$ cat src/rtl/spi_ram_responder.sv
// SPI mode-0 target emulating a small byte-addressed serial SRAM (READ 0x03 / WRITE 0x02).
// Optional fast read (0x0B with one dummy byte) is enabled by defining SPI_RAM_RESP_FAST_READ_EN.
module spi_ram_responder #(
    parameter int DEPTH = 64,
    parameter int AW    = 6
) (
    input  logic          clk,
    input  logic          reset,
    input  logic          CLK,
    input  logic          CS_N,
    input  logic          MOSI,
    output logic          MISO,
    output logic          busy,
    output logic          wr_pulse,
    output logic [AW-1:0] wr_addr,
    output logic [7:0]    wr_data,
    output logic [2:0]    dbg_state
);

    // Handshake: none; the SPI initiator owns all timing, this block only follows pin edges.
    typedef enum logic [2:0] {
        S_IDLE,
        S_CMD,
        S_ADDR,
        S_WRITE,
        S_READ,
`ifdef SPI_RAM_RESP_FAST_READ_EN
        S_DUMMY,
`endif
        S_IGNORE
    } state_t;

    state_t state, state_next;

    logic [7:0]    mem [DEPTH];
    logic [2:0]    sck_sync;
    logic [2:0]    cs_sync;
    logic [1:0]    mosi_sync;
    logic [4:0]    bit_cnt;
    logic [7:0]    cmd_sr;
    logic [AW-1:0] addr_sr;
    logic [7:0]    data_sr;
    logic [7:0]    tx_sr;
    logic [AW-1:0] ptr;
    logic [AW-1:0] ptr_inc;
    logic [AW-1:0] addr_full;
    logic [7:0]    cmd_byte;
    logic [7:0]    wr_byte;
    logic          is_read;
    logic          is_fast;
    logic          mosi_bit;
    logic          sck_rise, sck_fall, cs_rise, cs_fall;
    logic          byte_done, addr_done, wr_en;

    // Synchronizers carry no reset so a reset mid-frame cannot fabricate a CS_N edge.
    always_ff @(posedge clk) begin
        sck_sync  <= {sck_sync[1:0], CLK};
        cs_sync   <= {cs_sync[1:0], CS_N};
        mosi_sync <= {mosi_sync[0], MOSI};
    end

    assign sck_rise  = sck_sync[1] & ~sck_sync[2];
    assign sck_fall  = ~sck_sync[1] & sck_sync[2];
    assign cs_rise   = cs_sync[1] & ~cs_sync[2];
    assign cs_fall   = ~cs_sync[1] & cs_sync[2];
    assign mosi_bit  = mosi_sync[1];

    assign byte_done = sck_rise && (bit_cnt[2:0] == 3'd7);
    assign addr_done = sck_rise && (bit_cnt == 5'd23);
    assign cmd_byte  = {cmd_sr[6:0], mosi_bit};
    assign wr_byte   = {data_sr[6:0], mosi_bit};
    assign addr_full = {addr_sr[AW-2:0], mosi_bit};
    assign ptr_inc   = ptr + AW'(1);
    assign wr_en     = !reset && !cs_rise && (state == S_WRITE) && byte_done;
    assign dbg_state = state;

    always_ff @(posedge clk) begin
        if (reset) state <= S_IDLE;
        else       state <= state_next;
    end

    always_comb begin
        state_next = state;
        if (cs_rise) begin
            state_next = S_IDLE;
        end else begin
            case (state)
                S_IDLE: if (cs_fall) state_next = S_CMD;
                S_CMD: if (byte_done) begin
                    case (cmd_byte)
                        8'h02, 8'h03: state_next = S_ADDR;
`ifdef SPI_RAM_RESP_FAST_READ_EN
                        8'h0B:        state_next = S_ADDR;
`endif
                        default:      state_next = S_IGNORE;
                    endcase
                end
                S_ADDR: if (addr_done) begin
                    if (!is_read)     state_next = S_WRITE;
`ifdef SPI_RAM_RESP_FAST_READ_EN
                    else if (is_fast) state_next = S_DUMMY;
`endif
                    else              state_next = S_READ;
                end
`ifdef SPI_RAM_RESP_FAST_READ_EN
                S_DUMMY: if (byte_done) state_next = S_READ;
`endif
                default: state_next = state;
            endcase
        end
    end

    always_ff @(posedge clk) begin
        if (wr_en) mem[ptr] <= wr_byte;
    end

    always_ff @(posedge clk) begin
        if (reset) begin
            bit_cnt  <= '0;
            cmd_sr   <= '0;
            addr_sr  <= '0;
            data_sr  <= '0;
            tx_sr    <= '0;
            ptr      <= '0;
            is_read  <= 1'b0;
            is_fast  <= 1'b0;
            MISO     <= 1'b0;
            busy     <= 1'b0;
            wr_pulse <= 1'b0;
            wr_addr  <= '0;
            wr_data  <= '0;
        end else begin
            wr_pulse <= 1'b0;
            if (cs_fall)      busy <= 1'b1;
            else if (cs_rise) busy <= 1'b0;

            if (state_next != state) bit_cnt <= '0;
            else if (sck_rise)       bit_cnt <= bit_cnt + 5'd1;

            if (sck_rise) begin
                cmd_sr  <= cmd_byte;
                addr_sr <= addr_full;
                data_sr <= wr_byte;
            end

            // MISO only carries data inside READ; every other path forces it low.
            if (cs_rise || state != S_READ) begin
                MISO <= 1'b0;
            end else if (sck_fall) begin
                MISO  <= tx_sr[7];
                tx_sr <= {tx_sr[6:0], 1'b0};
            end

            if (!cs_rise) begin
                case (state)
                    S_CMD: if (byte_done) begin
                        is_read <= (cmd_byte != 8'h02);
                        is_fast <= (cmd_byte == 8'h0B);
                    end
                    S_ADDR: if (addr_done) begin
                        ptr   <= addr_full;
                        tx_sr <= mem[addr_full];
                    end
`ifdef SPI_RAM_RESP_FAST_READ_EN
                    S_DUMMY: if (byte_done) tx_sr <= mem[ptr];
`endif
                    S_WRITE: if (byte_done) begin
                        wr_pulse <= 1'b1;
                        wr_addr  <= ptr;
                        wr_data  <= wr_byte;
                        ptr      <= ptr_inc;
                    end
                    S_READ: if (byte_done) begin
                        ptr   <= ptr_inc;
                        tx_sr <= mem[ptr_inc];
                    end
                    default: ;
                endcase
            end
        end
    end

endmodule

$ cat config.mk
export PLATFORM = sky130hd
export DESIGN_NAME = spi_ram_responder
export DESIGN_NICKNAME = d
export VERILOG_FILES = /design/src/rtl/spi_ram_responder.sv
export SDC_FILE = /design/constraint.sdc
export NUM_CORES = 1
export LEC_CHECK = 0
export CAP_MARGIN = 20
export CELL_PAD_IN_SITES_DETAIL_PLACEMENT = 2
export CELL_PAD_IN_SITES_GLOBAL_PLACEMENT = 2
export CORE_MARGIN = 1
export CORE_UTILIZATION = 35
export DETAILED_ROUTE_END_ITERATION = 10
export PLACE_DENSITY_LB_ADDON = 0.12
export SYNTH_ARGS = -nofsm -noshare
export SYNTH_HDL_FRONTEND = slang
export SYNTH_SLANG_ARGS = --single-unit
export TNS_END_PERCENT = 20
$ cat constraint.sdc
create_clock -name clk -period 4.2 [get_ports clk]
set_input_delay 0.63 -clock clk [delete_from_list [all_inputs] [get_ports clk]]
set_output_delay 0.63 -clock clk [all_outputs]
set_load 0.02 [all_outputs]
==> qor.csv, run 1 <==
stage,metric,value,unit
synthesis,netlist-cell-type-count,60,
placed_design,place.gp.congestion,0.823,
timing,tightest_slew,1.01,ns
critical_path,worstSetupEndpointType,flip-flop,
routing,ant_nets,0,
global_routing,grt_pass1_wl,124000,um
power,p_leak,9.59,nW
placed_design,pre_cts_ws,0.718,ns
clock_network,clk_latency,0.61,ns
clock_network,clk_pin_slew,0.06,ns
final_layout,fill_cells,6909,
clock_network,cts_resized,0,
clock_network,ctsHoldBuffers,0,
critical_path,cp.required,4.69,ns
timing,finalCriticalPeriod,3.45,ns
timing,finalCritPeriodShare,0.821,
final_layout,final_area,30600,um^2
placed_design,place_area,28500,um^2
timing,whs,0.324,ns
status,outcome,"complete, no violations",
synthesis,synthesis.nets,1436,
global_routing,antenna_found_initial,2,
timing,drv_slew,0,
floorplan,die_x,276,um
critical_path,arrival,3.94,ns
routing,via_count,15000,
synthesis,synth_area_per_cell,18.5,um^2
synthesis,synthFlopType,edfxtp_1,
timing,setup_violations,0,
synthesis,synth_top_area_frac,0.583,
placed_design,dp_hpwl,57500,um
hold_path,holdCritPathClass,reg2reg,
placed_design,portBuffers,24,
critical_path,startpoint_type,flip-flop,
timing,timing.fmax,290,MHz
timing,maxSlewHeadroom,0.320,
clock_network,tritoncts,built,
synthesis,synth_area_leader_cell,edfxtp_1,
final_layout,n_antenna_cell,0,
clock_network,cts_root_buf,clkbuf_16,
synthesis,synthTopCellsByCount,"edfxtp_1 (512), mux4_2 (292), nor2_1 (91)",
synthesis,syn_area,26400,um^2
final_layout,drive_gt1_frac,0.345,
floorplan,dieHeight,276,um
floorplan,die-area,76400,um^2
power,vdd_ir_drop_max,0.000303,V
synthesis,synth_async_sr_flop_share,0,
routing,routed_via_density,5.87,
final_layout,final_core_util,0.411,
routing,first_pass_iters,5,
floorplan,start_util,0.354,
synthesis,yosysMostFrequentCell,edfxtp_1,
final_layout,nNetsFinal,1554,
global_routing,grt-ovfl-total,0,
run,maxCapViolations,0,
final_layout,syn_to_final_growth,16.1,%
timing,totalNegativeSetupSlack,0,ns
clock_network,clock_path_buffers,3,
clock_network,post-cts-setup-buffer-count,0,
synthesis,yosysWarningCount,0,
routing,wirelength,85600,um
critical_path,worstSetupPathType,reg2reg,
routing,drc,0,
synthesis,ys_seq_area_frac,0.625,
global_routing,first_global_vias,16400,
global_routing,grt_usage,0.227,
synthesis,ys_ff_latch,567,
floorplan,num_io_pins,25,
routing,wire_per_inst,33.4,um
clock_network,cts_buffers,69,
timing,fin_skew,0.0264,ns
routing,drt_iter0_markers,1278,
timing,hold_viol_final,0,
clock_network,clock-sinks,567,
clock_network,htree_num_levels,3,
floorplan,coreArea,74400,um^2
critical_path,cp_max_fo,22,
synthesis,synth_cells,1426,
floorplan,rows,100,
timing,rsz0062_at_grt,no,
power,powerDensity,399,nW/um^2
synthesis,synth.area.top_cells,"edfxtp_1 (58%), mux4_2 (25%), dfxtp_1 (4.2%)",
timing,finalWorstSetupSlack,0.751,ns
global_routing,grt_max_degree,85,
synthesis,synth-edff-count,512,
-- layout by cell type, fill, tap and decap left out, types with 5 or more instances in the layout --
| cell type | instances |
|---|---|
| nand4_1 | 5 |
| a2111oi_0 | 5 |
| buf_12 | 12 |
| dfxtp_4 | 6 |
| o211ai_1 | 9 |
| nor2b_1 | 14 |
| mux2_2 | 11 |
| inv_6 | 5 |
| nand3_1 | 14 |
| a21oi_1 | 48 |
| nor3_1 | 7 |
| clkbuf_1 | 13 |
| clkbuf_16 | 71 |
| clkdlybuf4s50_1 | 23 |
| mux2i_1 | 49 |
| nand2_1 | 84 |
| edfxtp_1 | 512 |
| nor2_1 | 91 |
| buf_4 | 117 |
| clkinv_2 | 12 |
| o22ai_1 | 11 |
| clkinv_1 | 14 |
| dfxtp_1 | 46 |
| o21ai_0 | 10 |
| inv_1 | 6 |
| mux4_2 | 292 |
| nand2b_1 | 9 |
| o221ai_1 | 13 |
-- sequential cells by signal (all words and copies together) (netlist names) --
name / cells
wr_addr: 6
mem: 512
wr_data: 8
is_read: 1
wr_pulse: 1
MISO: 1
tx_sr: 8
busy: 1
dbg_state: 3
cmd_sr: 7
mosi_sync: 2
ptr: 6
sck_sync: 3
cs_sync: 3
bit_cnt: 5
-- path summary, 6_finish.rpt --
path / start / end / slack, ns / depth (start not counted)
max: ptr[0] / tx_sr[5] / 0.75 / 6
min: mosi_sync[0] / mosi_sync[1] / 0.32 / 0
max reg2reg: ptr[0] / tx_sr[5] / 0.75 / 6
min reg2reg: mosi_sync[0] / mosi_sync[1] / 0.32 / 0
-- stage by stage --
| stage | power (mW) | std cells |
|---|---|---|
| 5_1_grt | 12.6 | 2564 |
| 3_3_place_gp | 6.57 | 2441 |
| 6_report | 12.2 | 2564 |
| 4_1_cts | 12.4 | 2563 |
| 3_5_place_dp | 6.58 | 2441 |
| 2_1_floorplan | 6.45 | 1426 |
-- cell type report --
class | instances | area, um^2 | area share
inverter | 7 | 26.3 | 0.000859
multi-input combinational | 746 | 9380 | 0.306
timing repair buffer | 153 | 1350 | 0.0442
clock inverter | 38 | 304 | 0.00994
tap | 969 | 1210 | 0.0396
sequential | 567 | 16500 | 0.539
clock buffer | 84 | 1830 | 0.0597
-- cell families after synthesis --
kind of cell / after synthesis / share of synthesized area
buffers and inverters: 113 / 0.0206
AOI/OAI and AO/OA: 128 / 0.0325
and+or+nand+nor: 253 / 0.0437
muxes: 352 / 0.273
xor gates and xnor gates: 8 / 0.00266
DFF: 567 / 0.625
adders and majority gates: 5 / 0.00237
-- routing by layer --
metal / share of wire / global-route usage / vias to the layer above
met3: 0.049 / 0.0379 / 119
met4: 0.031 / 0.0743 / 2
li1: - / - / 6231
met1: 0.44 / 0.315 / 8293
met5: 0.00019 / 0 / -
met2: 0.48 / 0.365 / 398
-- critical path, cell delays in order (launching register included) --
cell	delay [ns]
dfxtp_4	0.63
ha_4	0.50
buf_4	0.43
mux4_2	0.41
mux4_2	0.54
mux4_2	0.48
a211o_1	0.29
-- power by group --
part	switching, mW	internal, mW
clock network	2.42	3.34
registers	0.0214	6.09
logic	0.192	0.155
(Power assumes the default switching activity.)
==> run 2: changes to the inputs <==
==> constraint.sdc (replaced) <==
create_clock -name clk -period 3.1 [get_ports clk]
set_input_delay 0.465 -clock clk [delete_from_list [all_inputs] [get_ports clk]]
set_output_delay 0.465 -clock clk [all_outputs]
set_load 0.02 [all_outputs]
==> run 2 against run 1 <==
- utilization increased by 1.2 points
- maximum frequency rose by 17%
- clock power up 32%
- worst hold slack got worse by 0.036 ns
- sequential share of layout area decreased by 1.5 points
==> qor.csv, run 2 (same netlist as run 1, synthesis figures left out) <==
stage,metric,value,unit,change
status,outcome,"complete, no violations",,unchanged
final_layout,nNetsFinal,1612,,was 1554
routing,ant_nets,0,,unchanged
final_layout,n_antenna_cell,0,,unchanged
power,power_frac_clock,0.466,,was 0.472
routing,routed_via_density,5.86,,was 5.87
timing,maxSlewHeadroom,0.399,,was 0.320
critical_path,arrival,3.26,ns,was 3.94 ns
clock_network,clock-sinks,567,,unchanged
placed_design,place.gp.congestion,0.839,,was 0.823
final_layout,mostFrequentLayoutCell,edfxtp_1,,unchanged
critical_path,critPathMaxStageDelay,0.37,ns,was 0.63 ns
floorplan,coreArea,74400,um^2,unchanged
power,powerDensity,520,nW/um^2,was 399 nW/um^2
power,vdd_ir_drop_max,0.000417,V,was 0.000303 V
final_layout,fill_cells,6919,,was 6909
routing,drc,0,,unchanged
final_layout,multi_input_area,9380,um^2,about the same
placed_design,portBuffers,24,,unchanged
power,p_leak,9.97,nW,was 9.59 nW
final_layout,drive_gt1_frac,0.363,,was 0.345
final_layout,final_core_util,0.423,,was 0.411
critical_path,crit_chain,ha_1 > ha_1 > nand4_1 > or2_2 > nor2_1 > and2_1 > nand3_1 > buf_4 > nor2_1 > buf_12,,was ha_4 > buf_4 > mux4_2 > mux4_2 > mux4_2 > a211o_1
timing,timing.fmax,339,MHz,was 290 MHz
timing,drv_slew,0,,unchanged
floorplan,rows,100,,unchanged
routing,wire_per_inst,32.9,um,was 33.4 um
clock_network,cts_buffers,68,,was 69
clock_network,clk_pin_slew,0.06,ns,about the same
routing,drt_iter0_markers,1564,,was 1278
global_routing,grt-ovfl-total,0,,unchanged
global_routing,grt_pass1_wl,125000,um,was 124000 um
power,p_comb_frac,0.030,,was 0.028
timing,finalCriticalPeriod,2.95,ns,was 3.45 ns
placed_design,dp_hpwl,58100,um,was 57500 um
clock_network,htree_num_levels,3,,unchanged
floorplan,dieHeight,276,um,unchanged
timing,finalCritPeriodShare,0.951,,was 0.821
critical_path,startpoint_type,flip-flop,,unchanged
clock_network,tritoncts,built,,unchanged
critical_path,cp.required,3.41,ns,was 4.69 ns
routing,wirelength,86200,um,was 85600 um
critical_path,worstSetupPathType,reg2reg,,unchanged
final_layout,largest_reg_flops,512,,unchanged
critical_path,worstSetupEndpointType,flip-flop,,unchanged
clock_network,cts_root_buf,clkbuf_16,,unchanged
critical_path,cp_max_fo,8,,was 22
final_layout,top_regs,"mem x512, tx_sr x8, wr_data x8",,unchanged
timing,totalNegativeSetupSlack,0,ns,unchanged
hold_path,holdCritPathClass,in2reg,,was reg2reg
timing,setup_violations,0,,unchanged
final_layout,final_cell_mix,"edfxtp_1 (512), mux4_2 (292), buf_4 (139)",,"was edfxtp_1 (512), mux4_2 (292), buf_4 (117)"
clock_network,clock_path_buffers,3,,unchanged
routing,first_pass_iters,5,,unchanged
run,maxCapViolations,0,,unchanged
timing,rsz0062_at_grt,no,,unchanged
global_routing,antenna_found_initial,4,,was 2
timing,hold_viol_final,0,,unchanged
final_layout,syn_to_final_growth,19.4,%,was 16.1%
floorplan,die_x,276,um,unchanged
clock_network,ctsHoldBuffers,0,,unchanged
final_layout,largest-register,mem,,unchanged
floorplan,num_io_pins,25,,unchanged
final_layout,area.sequential,16500,um^2,unchanged
global_routing,first_global_vias,16700,,was 16400
power,p_seq_frac,0.505,,was 0.500
floorplan,die-area,76400,um^2,unchanged
timing,tightest_slew,0.894,ns,was 1.01 ns
clock_network,clk_latency,0.61,ns,about the same
routing,via_count,15400,,was 15000
global_routing,grt_usage,0.230,,was 0.227
floorplan,start_util,0.354,,unchanged
critical_path,cp_slowest_cell,dfxtp_1,,was dfxtp_4
global_routing,grt_max_degree,75,,was 85
timing,fin_skew,0.0245,ns,was 0.0264 ns
power,power.share.switching,0.209,,was 0.216
power,power.internal,12.9,mW,was 9.58 mW
power,finalPower,16.4,mW,was 12.2 mW
power,p_sw,3.42,mW,was 2.64 mW
==> run 2: stage by stage <==
| step | hold WS, ns | setup slack, ns | area (um^2) | std cells |
|---|---|---|---|---|
| after floorplan | 0.310 | -0.0649 | 26400 | 1426 |
| after global placement | 0.316 | 0.193 | 29400 | 2501 |
| after detailed placement | 0.314 | 0.113 | 29400 | 2501 |
| after CTS | 0.231 | 0.0959 | 31500 | 2621 |
| after global routing | 0.275 | 0.0341 | 31500 | 2621 |
| final | 0.287 | 0.151 | 31500 | 2621 |
==> run 2: worst paths after layout <==
| path | start | endpoint | slack [ns] | cells after the start |
|---|---|---|---|---|
| max | bit_cnt[0] | mem[23][5] | 0.15 | 10 |
| min | reset | ptr[2] | 0.29 | 2 |
| max reg2reg | bit_cnt[0] | mem[23][5] | 0.15 | 10 |
| min reg2reg | mosi_sync[0] | mosi_sync[1] | 0.33 | 0 |
==> run 2: critical path: cells and delay by family (launching register included) <==
family                     cells  cell delay (ns)
and+or+nand+nor                6             1.51
buffers and inverters          2             0.36
adders and majority gates      2             0.43
DFF                            1             0.37
==> run 2: repair_timing <==
action / CTS / global route
setup endpoints to repair: 0 / 7
resized for setup: 0 / 1
buffers inserted: 0 / 0
==> run 2: power by group through the flow <==
stage | clock, mW | sequential [mW] | combinational [mW]
after global placement | 0 | 8.41 | 0.489
after global routing | 8.06 | 8.25 | 0.519
final | 7.62 | 8.25 | 0.490
after detailed placement | 0 | 8.41 | 0.493
after floorplan | 0 | 8.43 | 0.301
after CTS | 7.80 | 8.25 | 0.496
==> run 2: layout make-up <==
class	instances	share of cell area
inverters	7	0.000835
flip-flops and latches	567	0.525
clock inverters	27	0.00628
well taps	969	0.0385
clock buffers	93	0.0597
multi-input cells	746	0.298
repair buffers	212	0.0718
==> run 2: layer usage <==
metal	up-vias	global-route usage	share of wire
li1	6358	-	-
met1	8497	0.315	0.43
met2	386	0.375	0.49
met3	115	0.0398	0.048
met4	0	0.0679	0.027
met5	-	0	0
